$ cat src/rtl/img_pkg.sv
// Shared constants for the image row scheduler: frame geometry, the fixed-point
// layout of the source row coordinate, slot addressing and FSM encodings.
package img_pkg;

  // Frame geometry
  localparam int OUT_LINES = 1080;
  localparam int IMG_ROWS  = 480;

  // Fixed-point source row: {integer part, fraction}
  localparam int FRAC_W = 5;
  localparam int INT_W  = 10;
  localparam int FIX_W  = INT_W + FRAC_W;

  // 8-row image RAM slot addressing and resident row numbering
  localparam int ID_W  = 3;
  localparam int ROW_W = 9;
  localparam int SLOTS = 8;

  // Counter widths: line counter must reach OUT_LINES, landed counter 0..SLOTS
  localparam int LINE_CNT_W = 11;
  localparam int LANDED_W   = 4;

  // Scheduler states
  localparam logic [2:0] ST_IDLE      = 3'd0;
  localparam logic [2:0] ST_GET_H     = 3'd1;
  localparam logic [2:0] ST_EVAL      = 3'd2;
  localparam logic [2:0] ST_ISSUE     = 3'd3;
  localparam logic [2:0] ST_WAIT_DONE = 3'd4;
  localparam logic [2:0] ST_FLUSH     = 3'd5;

  // Slot following a given slot in the circular 8-row RAM
  function automatic logic [ID_W-1:0] next_slot(input logic [ID_W-1:0] id);
    return ID_W'(id + 1);
  endfunction

endpackage

$ cat src/rtl/img_row_sched_if.sv
// Line command channel between the row scheduler (master) and the bilinear
// vertical interpolator (slave).
interface img_row_sched_if;
  import img_pkg::*;

  logic              line_vld;
  logic              line_ready;
  logic              line_blank;
  logic [ID_W-1:0]   line_id0;
  logic [ID_W-1:0]   line_id1;
  logic [FRAC_W-1:0] line_frac;
  logic              line_done;

  modport master (
    output line_vld,
    output line_blank,
    output line_id0,
    output line_id1,
    output line_frac,
    input  line_ready,
    input  line_done
  );

  modport slave (
    input  line_vld,
    input  line_blank,
    input  line_id0,
    input  line_id1,
    input  line_frac,
    output line_ready,
    output line_done
  );

endinterface

$ cat src/rtl/img_row_sched.sv
// Line scheduler: for every output line it fetches the fixed-point source row,
// waits until the two source rows it blends are resident in the 8-row RAM,
// hands the slot pair and fraction to the interpolator, and releases slots
// only once no later output line can still need them.
module img_row_sched
  import img_pkg::*;
(
  input  logic              clk,
  input  logic              frst,
  input  logic              i_frame_start,
  input  logic [FIX_W-1:0]  i_fix_h,
  input  logic              i_fix_h_vld,
  input  logic              i_fix_h_empty,
  output logic              o_fix_h_re,
  input  logic [ID_W-1:0]   i_8row_id,
  input  logic [ROW_W-1:0]  i_8row_h,
  input  logic              i_8row_empty,
  output logic              o_8row_re,
  input  logic              i_row_wdone,
  img_row_sched_if.master   line_if,
  output logic              o_frame_done,
  output logic              o_err
);

  logic [2:0]            state_q, state_d;
  logic [INT_W-1:0]      h_int_q, h_int_d;
  logic [FRAC_W-1:0]     frac_q, frac_d;
  logic                  vld_q, vld_d;
  logic [LINE_CNT_W-1:0] line_cnt_q, line_cnt_d;
  logic [LANDED_W-1:0]   landed_cnt_q, landed_cnt_d;
  logic                  err_q, err_d;
  logic                  line_vld_q, line_vld_d;
  logic                  line_blank_q, line_blank_d;
  logic [ID_W-1:0]       line_id0_q, line_id0_d;
  logic [ID_W-1:0]       line_id1_q, line_id1_d;
  logic [FRAC_W-1:0]     line_frac_q, line_frac_d;
  logic                  frame_done_q, frame_done_d;

  logic                  fix_h_re_raw;
  logic                  row_re_raw;
  logic                  fix_h_re;
  logic                  row_re;
  logic                  flush_clear;
  logic                  issue_err;
  logic                  overflow;
  logic                  need2;
  logic [INT_W-1:0]      head_h;

  // Head row number widened so it compares directly against the integer row
  assign head_h = {{(INT_W-ROW_W){1'b0}}, i_8row_h};

  // The bottom image row has no partner below it and blends with itself
  assign need2 = (h_int_q < INT_W'(IMG_ROWS - 1));

  // FIFO pops are suppressed while reset is held so no entry is lost
  assign fix_h_re = fix_h_re_raw & ~frst;
  assign row_re   = row_re_raw & ~frst;

  // Scheduler FSM: fetch row coordinate, decide release/wait/issue, hand off, flush
  always_comb begin
    state_d      = state_q;
    h_int_d      = h_int_q;
    frac_d       = frac_q;
    vld_d        = vld_q;
    line_cnt_d   = line_cnt_q;
    line_vld_d   = line_vld_q;
    line_blank_d = line_blank_q;
    line_id0_d   = line_id0_q;
    line_id1_d   = line_id1_q;
    line_frac_d  = line_frac_q;
    frame_done_d = 1'b0;
    fix_h_re_raw = 1'b0;
    row_re_raw   = 1'b0;
    flush_clear  = 1'b0;
    issue_err    = 1'b0;

    case (state_q)
      ST_IDLE: begin
        if (i_frame_start) begin
          state_d = ST_GET_H;
        end
      end

      ST_GET_H: begin
        if (!i_fix_h_empty) begin
          fix_h_re_raw = 1'b1;
          h_int_d      = i_fix_h[FIX_W-1:FRAC_W];
          frac_d       = i_fix_h[FRAC_W-1:0];
          vld_d        = i_fix_h_vld;
          state_d      = ST_EVAL;
        end
      end

      ST_EVAL: begin
        if (!vld_q) begin
          line_vld_d   = 1'b1;
          line_blank_d = 1'b1;
          line_id0_d   = '0;
          line_id1_d   = '0;
          line_frac_d  = '0;
          state_d      = ST_ISSUE;
        end else if (i_8row_empty || (landed_cnt_q == '0)) begin
          state_d = ST_EVAL;
        end else if (head_h < h_int_q) begin
          row_re_raw = 1'b1;
        end else if (need2 && (landed_cnt_q < LANDED_W'(2))) begin
          state_d = ST_EVAL;
        end else begin
          line_vld_d   = 1'b1;
          line_blank_d = 1'b0;
          line_id0_d   = i_8row_id;
          line_id1_d   = need2 ? next_slot(i_8row_id) : i_8row_id;
          line_frac_d  = need2 ? frac_q : '0;
          issue_err    = (head_h > h_int_q);
          state_d      = ST_ISSUE;
        end
      end

      ST_ISSUE: begin
        if (line_if.line_ready) begin
          line_vld_d = 1'b0;
          state_d    = ST_WAIT_DONE;
        end
      end

      ST_WAIT_DONE: begin
        if (line_if.line_done) begin
          line_cnt_d = line_cnt_q + LINE_CNT_W'(1);
          if (line_cnt_q == LINE_CNT_W'(OUT_LINES - 1)) begin
            state_d = ST_FLUSH;
          end else begin
            state_d = ST_GET_H;
          end
        end
      end

      ST_FLUSH: begin
        if (!i_8row_empty) begin
          row_re_raw = 1'b1;
        end else begin
          flush_clear  = 1'b1;
          line_cnt_d   = '0;
          frame_done_d = 1'b1;
          state_d      = ST_IDLE;
        end
      end

      default: begin
        state_d = ST_IDLE;
      end
    endcase
  end

  // Resident-row bookkeeping and sticky protocol error
  always_comb begin
    landed_cnt_d = landed_cnt_q;
    overflow     = i_row_wdone && !row_re && (landed_cnt_q == LANDED_W'(SLOTS));

    if (flush_clear) begin
      landed_cnt_d = '0;
    end else if (i_row_wdone && !row_re) begin
      if (!overflow) begin
        landed_cnt_d = landed_cnt_q + LANDED_W'(1);
      end
    end else if (!i_row_wdone && row_re && (landed_cnt_q != '0)) begin
      landed_cnt_d = landed_cnt_q - LANDED_W'(1);
    end

    err_d = err_q | issue_err | overflow;
  end

  // State and output registers
  always_ff @(posedge clk) begin
    if (frst) begin
      state_q      <= ST_IDLE;
      h_int_q      <= '0;
      frac_q       <= '0;
      vld_q        <= 1'b0;
      line_cnt_q   <= '0;
      landed_cnt_q <= '0;
      err_q        <= 1'b0;
      line_vld_q   <= 1'b0;
      line_blank_q <= 1'b0;
      line_id0_q   <= '0;
      line_id1_q   <= '0;
      line_frac_q  <= '0;
      frame_done_q <= 1'b0;
    end else begin
      state_q      <= state_d;
      h_int_q      <= h_int_d;
      frac_q       <= frac_d;
      vld_q        <= vld_d;
      line_cnt_q   <= line_cnt_d;
      landed_cnt_q <= landed_cnt_d;
      err_q        <= err_d;
      line_vld_q   <= line_vld_d;
      line_blank_q <= line_blank_d;
      line_id0_q   <= line_id0_d;
      line_id1_q   <= line_id1_d;
      line_frac_q  <= line_frac_d;
      frame_done_q <= frame_done_d;
    end
  end

  assign o_fix_h_re         = fix_h_re;
  assign o_8row_re          = row_re;
  assign line_if.line_vld   = line_vld_q;
  assign line_if.line_blank = line_blank_q;
  assign line_if.line_id0   = line_id0_q;
  assign line_if.line_id1   = line_id1_q;
  assign line_if.line_frac  = line_frac_q;
  assign o_frame_done       = frame_done_q;
  assign o_err              = err_q;

endmodule

$ cat src/flat_wrapper.sv
// flat-port wrapper written by rule: the top's interface ports become plain ports
module img_row_sched_flat import img_pkg::*;
  (clk, frst, i_frame_start, i_fix_h, i_fix_h_vld, i_fix_h_empty, o_fix_h_re, i_8row_id, i_8row_h, i_8row_empty, o_8row_re, i_row_wdone, o_frame_done, o_err, line_if_line_vld, line_if_line_blank, line_if_line_id0, line_if_line_id1, line_if_line_frac, line_if_line_ready, line_if_line_done);
  img_row_sched_if line_if_i ();
  input  logic clk;
  input  logic frst;
  input  logic i_frame_start;
  input  logic [FIX_W-1:0] i_fix_h;
  input  logic i_fix_h_vld;
  input  logic i_fix_h_empty;
  output logic o_fix_h_re;
  input  logic [ID_W-1:0] i_8row_id;
  input  logic [ROW_W-1:0] i_8row_h;
  input  logic i_8row_empty;
  output logic o_8row_re;
  input  logic i_row_wdone;
  output logic o_frame_done;
  output logic o_err;
  output wire logic [$bits(line_if_i.line_vld)-1:0] line_if_line_vld;
  output wire logic [$bits(line_if_i.line_blank)-1:0] line_if_line_blank;
  output wire logic [$bits(line_if_i.line_id0)-1:0] line_if_line_id0;
  output wire logic [$bits(line_if_i.line_id1)-1:0] line_if_line_id1;
  output wire logic [$bits(line_if_i.line_frac)-1:0] line_if_line_frac;
  input wire logic [$bits(line_if_i.line_ready)-1:0] line_if_line_ready;
  input wire logic [$bits(line_if_i.line_done)-1:0] line_if_line_done;
  assign line_if_line_vld = line_if_i.line_vld;
  assign line_if_line_blank = line_if_i.line_blank;
  assign line_if_line_id0 = line_if_i.line_id0;
  assign line_if_line_id1 = line_if_i.line_id1;
  assign line_if_line_frac = line_if_i.line_frac;
  assign line_if_i.line_ready = line_if_line_ready;
  assign line_if_i.line_done = line_if_line_done;
  img_row_sched u_core (.clk(clk), .frst(frst), .i_frame_start(i_frame_start), .i_fix_h(i_fix_h), .i_fix_h_vld(i_fix_h_vld), .i_fix_h_empty(i_fix_h_empty), .o_fix_h_re(o_fix_h_re), .i_8row_id(i_8row_id), .i_8row_h(i_8row_h), .i_8row_empty(i_8row_empty), .o_8row_re(o_8row_re), .i_row_wdone(i_row_wdone), .line_if(line_if_i), .o_frame_done(o_frame_done), .o_err(o_err));
endmodule
$ cat config.mk
export PLATFORM = sky130hd
export DESIGN_NAME = img_row_sched_flat
export DESIGN_NICKNAME = d
export VERILOG_FILES = /design/src/rtl/img_pkg.sv /design/src/rtl/img_row_sched_if.sv /design/src/rtl/img_row_sched.sv /design/src/flat_wrapper.sv
export SDC_FILE = /design/constraint.sdc
export NUM_CORES = 1
export LEC_CHECK = 0
export ABC_AREA = 0
export CORE_ASPECT_RATIO = 1.5
export CORE_MARGIN = 2
export CORE_UTILIZATION = 46
export CTS_CLUSTER_SIZE = 10
export DETAILED_ROUTE_END_ITERATION = 8
export PLACE_DENSITY = 0.75
export SETUP_SLACK_MARGIN = 0.2
export SLEW_MARGIN = 20
export SYNTH_ARGS = -nofsm -noshare
export SYNTH_HDL_FRONTEND = slang
export SYNTH_SLANG_ARGS = --single-unit
$ cat constraint.sdc
create_clock -name clk -period 3 [get_ports clk]
set_clock_uncertainty 0.05 [all_clocks]
set_input_delay 0.6 -clock clk [delete_from_list [all_inputs] [get_ports clk]]
set_output_delay 0.6 -clock clk [all_outputs]
set_load 0.005 [all_outputs]
==> results by stage <==
Floorplan:
- The number of standard-cell rows in the floorplan is 33.
- The die covers 6250 um2.
- In this run the horizontal extent of the chip is 65.2 um.
- The core box area is 5450 um2.
- 53 I/O pins were placed.
- The floorplan step set the die height to 95.8 um.
- The starting density of the core is 47.5%.

Logic synthesis:
- The number of nets handed over by synthesis was 364.
- Summed over all instances, the cell type with the most area after synthesis is sky130_fd_sc_hd__dfxtp_1.
- Sequential cells were found to cover 37.9% of the synthesized design area.
- The portion of netlist area occupied by mux cells is 5.47%.
- The synthesized design contains 0 enable-type register cells.
- The mean instance size in the synthesized netlist is 8.24 um2.
- The fraction of post-synthesis cell area in the top cell type by area is 37.9%.
- The most used flip-flop cell after synthesis is sky130_fd_sc_hd__dfxtp_1.
- The flip-flop and latch count after synthesis is 49.
- The synthesized netlist devotes 15.1% of its cell area to compound gates.
- After synthesis, the cell types taking the most area are sky130_fd_sc_hd__dfxtp_1 (38%), sky130_fd_sc_hd__nand2_1 (8.1%), sky130_fd_sc_hd__ha_1 (6.3%).
- The main combinational cell family by area after synthesis is simple AND/OR/NAND/NOR gates.
- The synthesized-area fraction occupied by and/or/nand/nor cells is 26.7%.
- Counting distinct cell types in the post-synthesis netlist gives 44.
- The post-synthesis share of cell area spent on full adders, half adders and majority gates is 7.06%.
- After technology mapping, the gate count stands at 314.
- Summing the areas of all xor and xnor instances in the mapped netlist gives 3.39% of the synthesized area.
- Counting flops with an async set or reset pin after synthesis yields a share of 0%.
- The post-synthesis instance area is 2590 um2.
- Yosys printed 0 warnings.

Layout:
- The net total in the final layout is 435.
- The most common cell after layout, fill and taps aside is sky130_fd_sc_hd__nand2_1.
- In the layout the commonest cells are sky130_fd_sc_hd__nand2_1 (56), sky130_fd_sc_hd__clkdlybuf4s50_1 (41), sky130_fd_sc_hd__dfxtp_1 (38).
- The proportion of layout cells with a drive suffix above 1 is 22.3%.
- From synthesis to final layout, the design area changed by 39.7%.
- The number of non-filler instances in the completed layout is 456.
- In the final layout, the multi-input gates occupy 1660 um2.
- Across the whole layout, storage elements account for 995 um2.
- The count of inserted antenna diode cells is 0.
- The count of filler cells inserted in the layout is 474.

STA:
- The clock period minus worst slack is 2890 ps.
- The sum of negative setup slack is 0 ps.
- Setup repair after global routing could not meet its margin everywhere.
- The timing-limited maximum frequency is 346 MHz.
- The transition time at the pin with the least slew margin is 608 ps.
- The max-slew violation count is 0.
- In this run the tightest slew margin relative to its limit is 59.2%.
- The setup violation total in the final timing report is 0.
- Dividing the final minimum period by the clock period gives 96.3%.
- The hold violation total from the final report is 0.

GRT:
- The remaining global-route overflow is 0.
- The largest net degree at the start of global routing is 45.
- The via count of the first global-routing pass came to 2306.
- The initial antenna violation count was 0.
- The overall global routing resource usage is 20.6%.
- The first-pass GRT wire length is 10200 um.

Clock tree:
- The later pin in the worst-skew pair is clocked with a latency of 310 ps.
- The total clock buffers created by CTS is 5.
- In this run the deepest clock path goes through 2 buffers.
- In this run the number of H-tree levels came out at 2.
- The number of clock sinks seen by CTS is 49.
- The number of buffers inserted for hold repair after clock tree synthesis is 0.
- The TritonCTS clock tree is yes.
- Clock-pin slew was measured on the worst setup and hold paths at 90 ps.
- The root buffer selected by CTS is sky130_fd_sc_hd__clkbuf_8.

Power and ir drop:
- Power spread over the standard cell area amounts to 450 nW/um2.
- The worst-case IR drop observed on VDD is 0.380 mV.
- In this run the static leakage power is 1.34 nW.
- The overall power of the completed layout is 0.00163 W.

Setup path:
- The worst register-to-register path ends at u_core.landed_cnt_q[3]$_SDFFE_PP0P_.
- The worst-path maximum fanout is 4.
- The end of the critical path is u_core.landed_cnt_q[3]$_SDFFE_PP0P_.
- The kind of launch point of the worst setup path is an input pin.
- The worst setup path is captured at a flip-flop.
- Setup slack on the worst reg-to-reg path comes out at 120 ps.
- The reg-to-reg critical path startpoint is u_core.h_int_q[1]$_SDFFE_PP0P_.
- For the worst setup path, the data required time is 3140 ps.
- Data on the critical path arrives at its endpoint at 3030 ps.
- In this run the worst setup path begins at i_8row_h[3].
- The type of the setup path with the least slack is in -> reg.
- The cell count of the worst reg-to-reg path is 14.

Routing:
- For this block, the routed nets add up to 6140 um of wire.
- The first routing iteration left 69 violations.
- The routed via count divided by cell count is 5.21.
- The per-cell routed wire length is 13.5 um.
- The number of search-and-repair iterations in the first detailed-routing pass is 4.
- In this run the remaining antenna-violating nets after routing total 0.
- The total DRC errors in the routed layout is 0.
- The routed via count is 2378.

Hold path:
- The path class of the tightest hold or removal check is reg -> reg.

Placement:
- Including well taps, the total number of placed cells is 443.
- After legalization and detailed placement, the total HPWL measured 4460 um.
- In this run the tool buffered the top-level ports with 52 buffer cells.
- The placer congestion estimate is 0.936.

Run:
- Max-cap violations in this run came to 0.

Run status:
- The run finished with clean final reports.
[timing repair]
item,in CTS,in global routing
endpoints found under the setup margin,2,3
pin swaps,17,14
resized for setup,48,13
buffers inserted,1,4
[cell usage after synthesis, types with 2 or more instances]
master                     count
sky130_fd_sc_hd__o21ai_0       6
sky130_fd_sc_hd__nor4b_1       3
sky130_fd_sc_hd__a41oi_1       2
sky130_fd_sc_hd__and3_1        2
sky130_fd_sc_hd__and2_1        5
sky130_fd_sc_hd__o21a_1        3
sky130_fd_sc_hd__a21o_1        4
sky130_fd_sc_hd__a31oi_1       3
sky130_fd_sc_hd__o32ai_1       6
sky130_fd_sc_hd__nor3_1        5
sky130_fd_sc_hd__buf_2         2
sky130_fd_sc_hd__nand2b_1     15
sky130_fd_sc_hd__dfxtp_1      49
sky130_fd_sc_hd__inv_1        14
sky130_fd_sc_hd__or3_1         5
sky130_fd_sc_hd__o22ai_1       2
sky130_fd_sc_hd__a21oi_1      28
sky130_fd_sc_hd__a311oi_1      2
sky130_fd_sc_hd__clkbuf_1     13
sky130_fd_sc_hd__xor2_1        4
sky130_fd_sc_hd__mux2i_1      13
sky130_fd_sc_hd__nand3_1       7
sky130_fd_sc_hd__nand4_1       6
sky130_fd_sc_hd__ha_1         13
sky130_fd_sc_hd__xnor2_1       6
sky130_fd_sc_hd__nor2_1       18
sky130_fd_sc_hd__nor4_1        4
sky130_fd_sc_hd__nand2_1      56
sky130_fd_sc_hd__nor2b_1       3
[flip-flops by register name (all words and copies together) (netlist names)]
name and cells:
u_core.line_if.line_blank 1, u_core.line_if.line_vld 1, u_core.frac_q 5, u_core.vld_q 1, u_core.line_cnt_q 11, u_core.line_if.line_frac 5, u_core.line_if.line_id0 3, u_core.state_q 3
u_core.h_int_q 10, u_core.o_frame_done 1, u_core.o_err 1, u_core.line_if.line_id1 3, u_core.landed_cnt_q 4
[metal layers]
metal | track usage [%] | share of wire (%) | routed length [um] | up-vias
met5 | 0 | 0 | 0 | -
met3 | 2.57 | 2.6 | 161 | 9
met1 | 23.5 | 43 | 2650 | 1091
met2 | 38.4 | 52 | 3200 | 39
met4 | 8.16 | 2.1 | 129 | 0
li1 | - | - | - | 1239
[power by group]
part	switching, W	internal, W
combinational	0.000208	0.000217
clock	0.000232	0.000250
sequential	0.0000281	0.000690
[stage by stage]
step                area [um2]  hold slack, ps  util (%)  setup WS (ps)
floorplan                 2700             385         -           39.1
global placement          3420             393      62.7           -449
detailed placement        3420             401      62.7           -533
CTS                       3560             415      65.4            146
global route              3610             436      66.3          -1.50
finish                    3610             415      66.3            111
[critical path, cell delays in order]
cell	delay (ps)
sky130_fd_sc_hd__buf_2	110
sky130_fd_sc_hd__ha_4	230
sky130_fd_sc_hd__and4_1	200
sky130_fd_sc_hd__o21a_1	100
sky130_fd_sc_hd__o21a_1	190
sky130_fd_sc_hd__or3_4	410
sky130_fd_sc_hd__nand3_4	100
sky130_fd_sc_hd__ha_4	210
sky130_fd_sc_hd__a21o_1	150
sky130_fd_sc_hd__a21o_1	180
sky130_fd_sc_hd__nor2_1	130
sky130_fd_sc_hd__nor4b_4	230
sky130_fd_sc_hd__a311oi_2	80
sky130_fd_sc_hd__mux2i_1	130
[worst min-delay path by stage]
stage	depth (start not counted)	startpoint	to	slack, ps
after floorplan	2	u_core.frac_q[0]$_SDFFE_PP0P_	u_core.line_if.line_frac[0]$_SDFFE_PP0P_	380
after global placement	2	u_core.frac_q[3]$_SDFFE_PP0P_	u_core.frac_q[3]$_SDFFE_PP0P_	390
after detailed placement	2	u_core.frac_q[4]$_SDFFE_PP0P_	u_core.frac_q[4]$_SDFFE_PP0P_	400
after CTS	2	u_core.frac_q[4]$_SDFFE_PP0P_	u_core.frac_q[4]$_SDFFE_PP0P_	410
after global routing	2	u_core.frac_q[3]$_SDFFE_PP0P_	u_core.frac_q[3]$_SDFFE_PP0P_	440
final	2	u_core.frac_q[4]$_SDFFE_PP0P_	u_core.frac_q[4]$_SDFFE_PP0P_	410
[kinds of logic after synthesis]
family                     Yosys count
and+or+nand+nor                    137
buffers and inverters               29
muxes                               14
AOI/OAI and AO/OA                   61
adders and majority gates           14
xor gates and xnor gates            10
DFF                                 49
[area by class of cell]
type	instances	share of cell area, %
multi-input combinational	236	46.0
clock inverter	3	1.28
tap	70	2.42
clock buffer	5	1.91
sequential	49	27.5
inverter	14	1.45
timing repair buffer	79	19.4
Power figures use the tool's default switching activity.
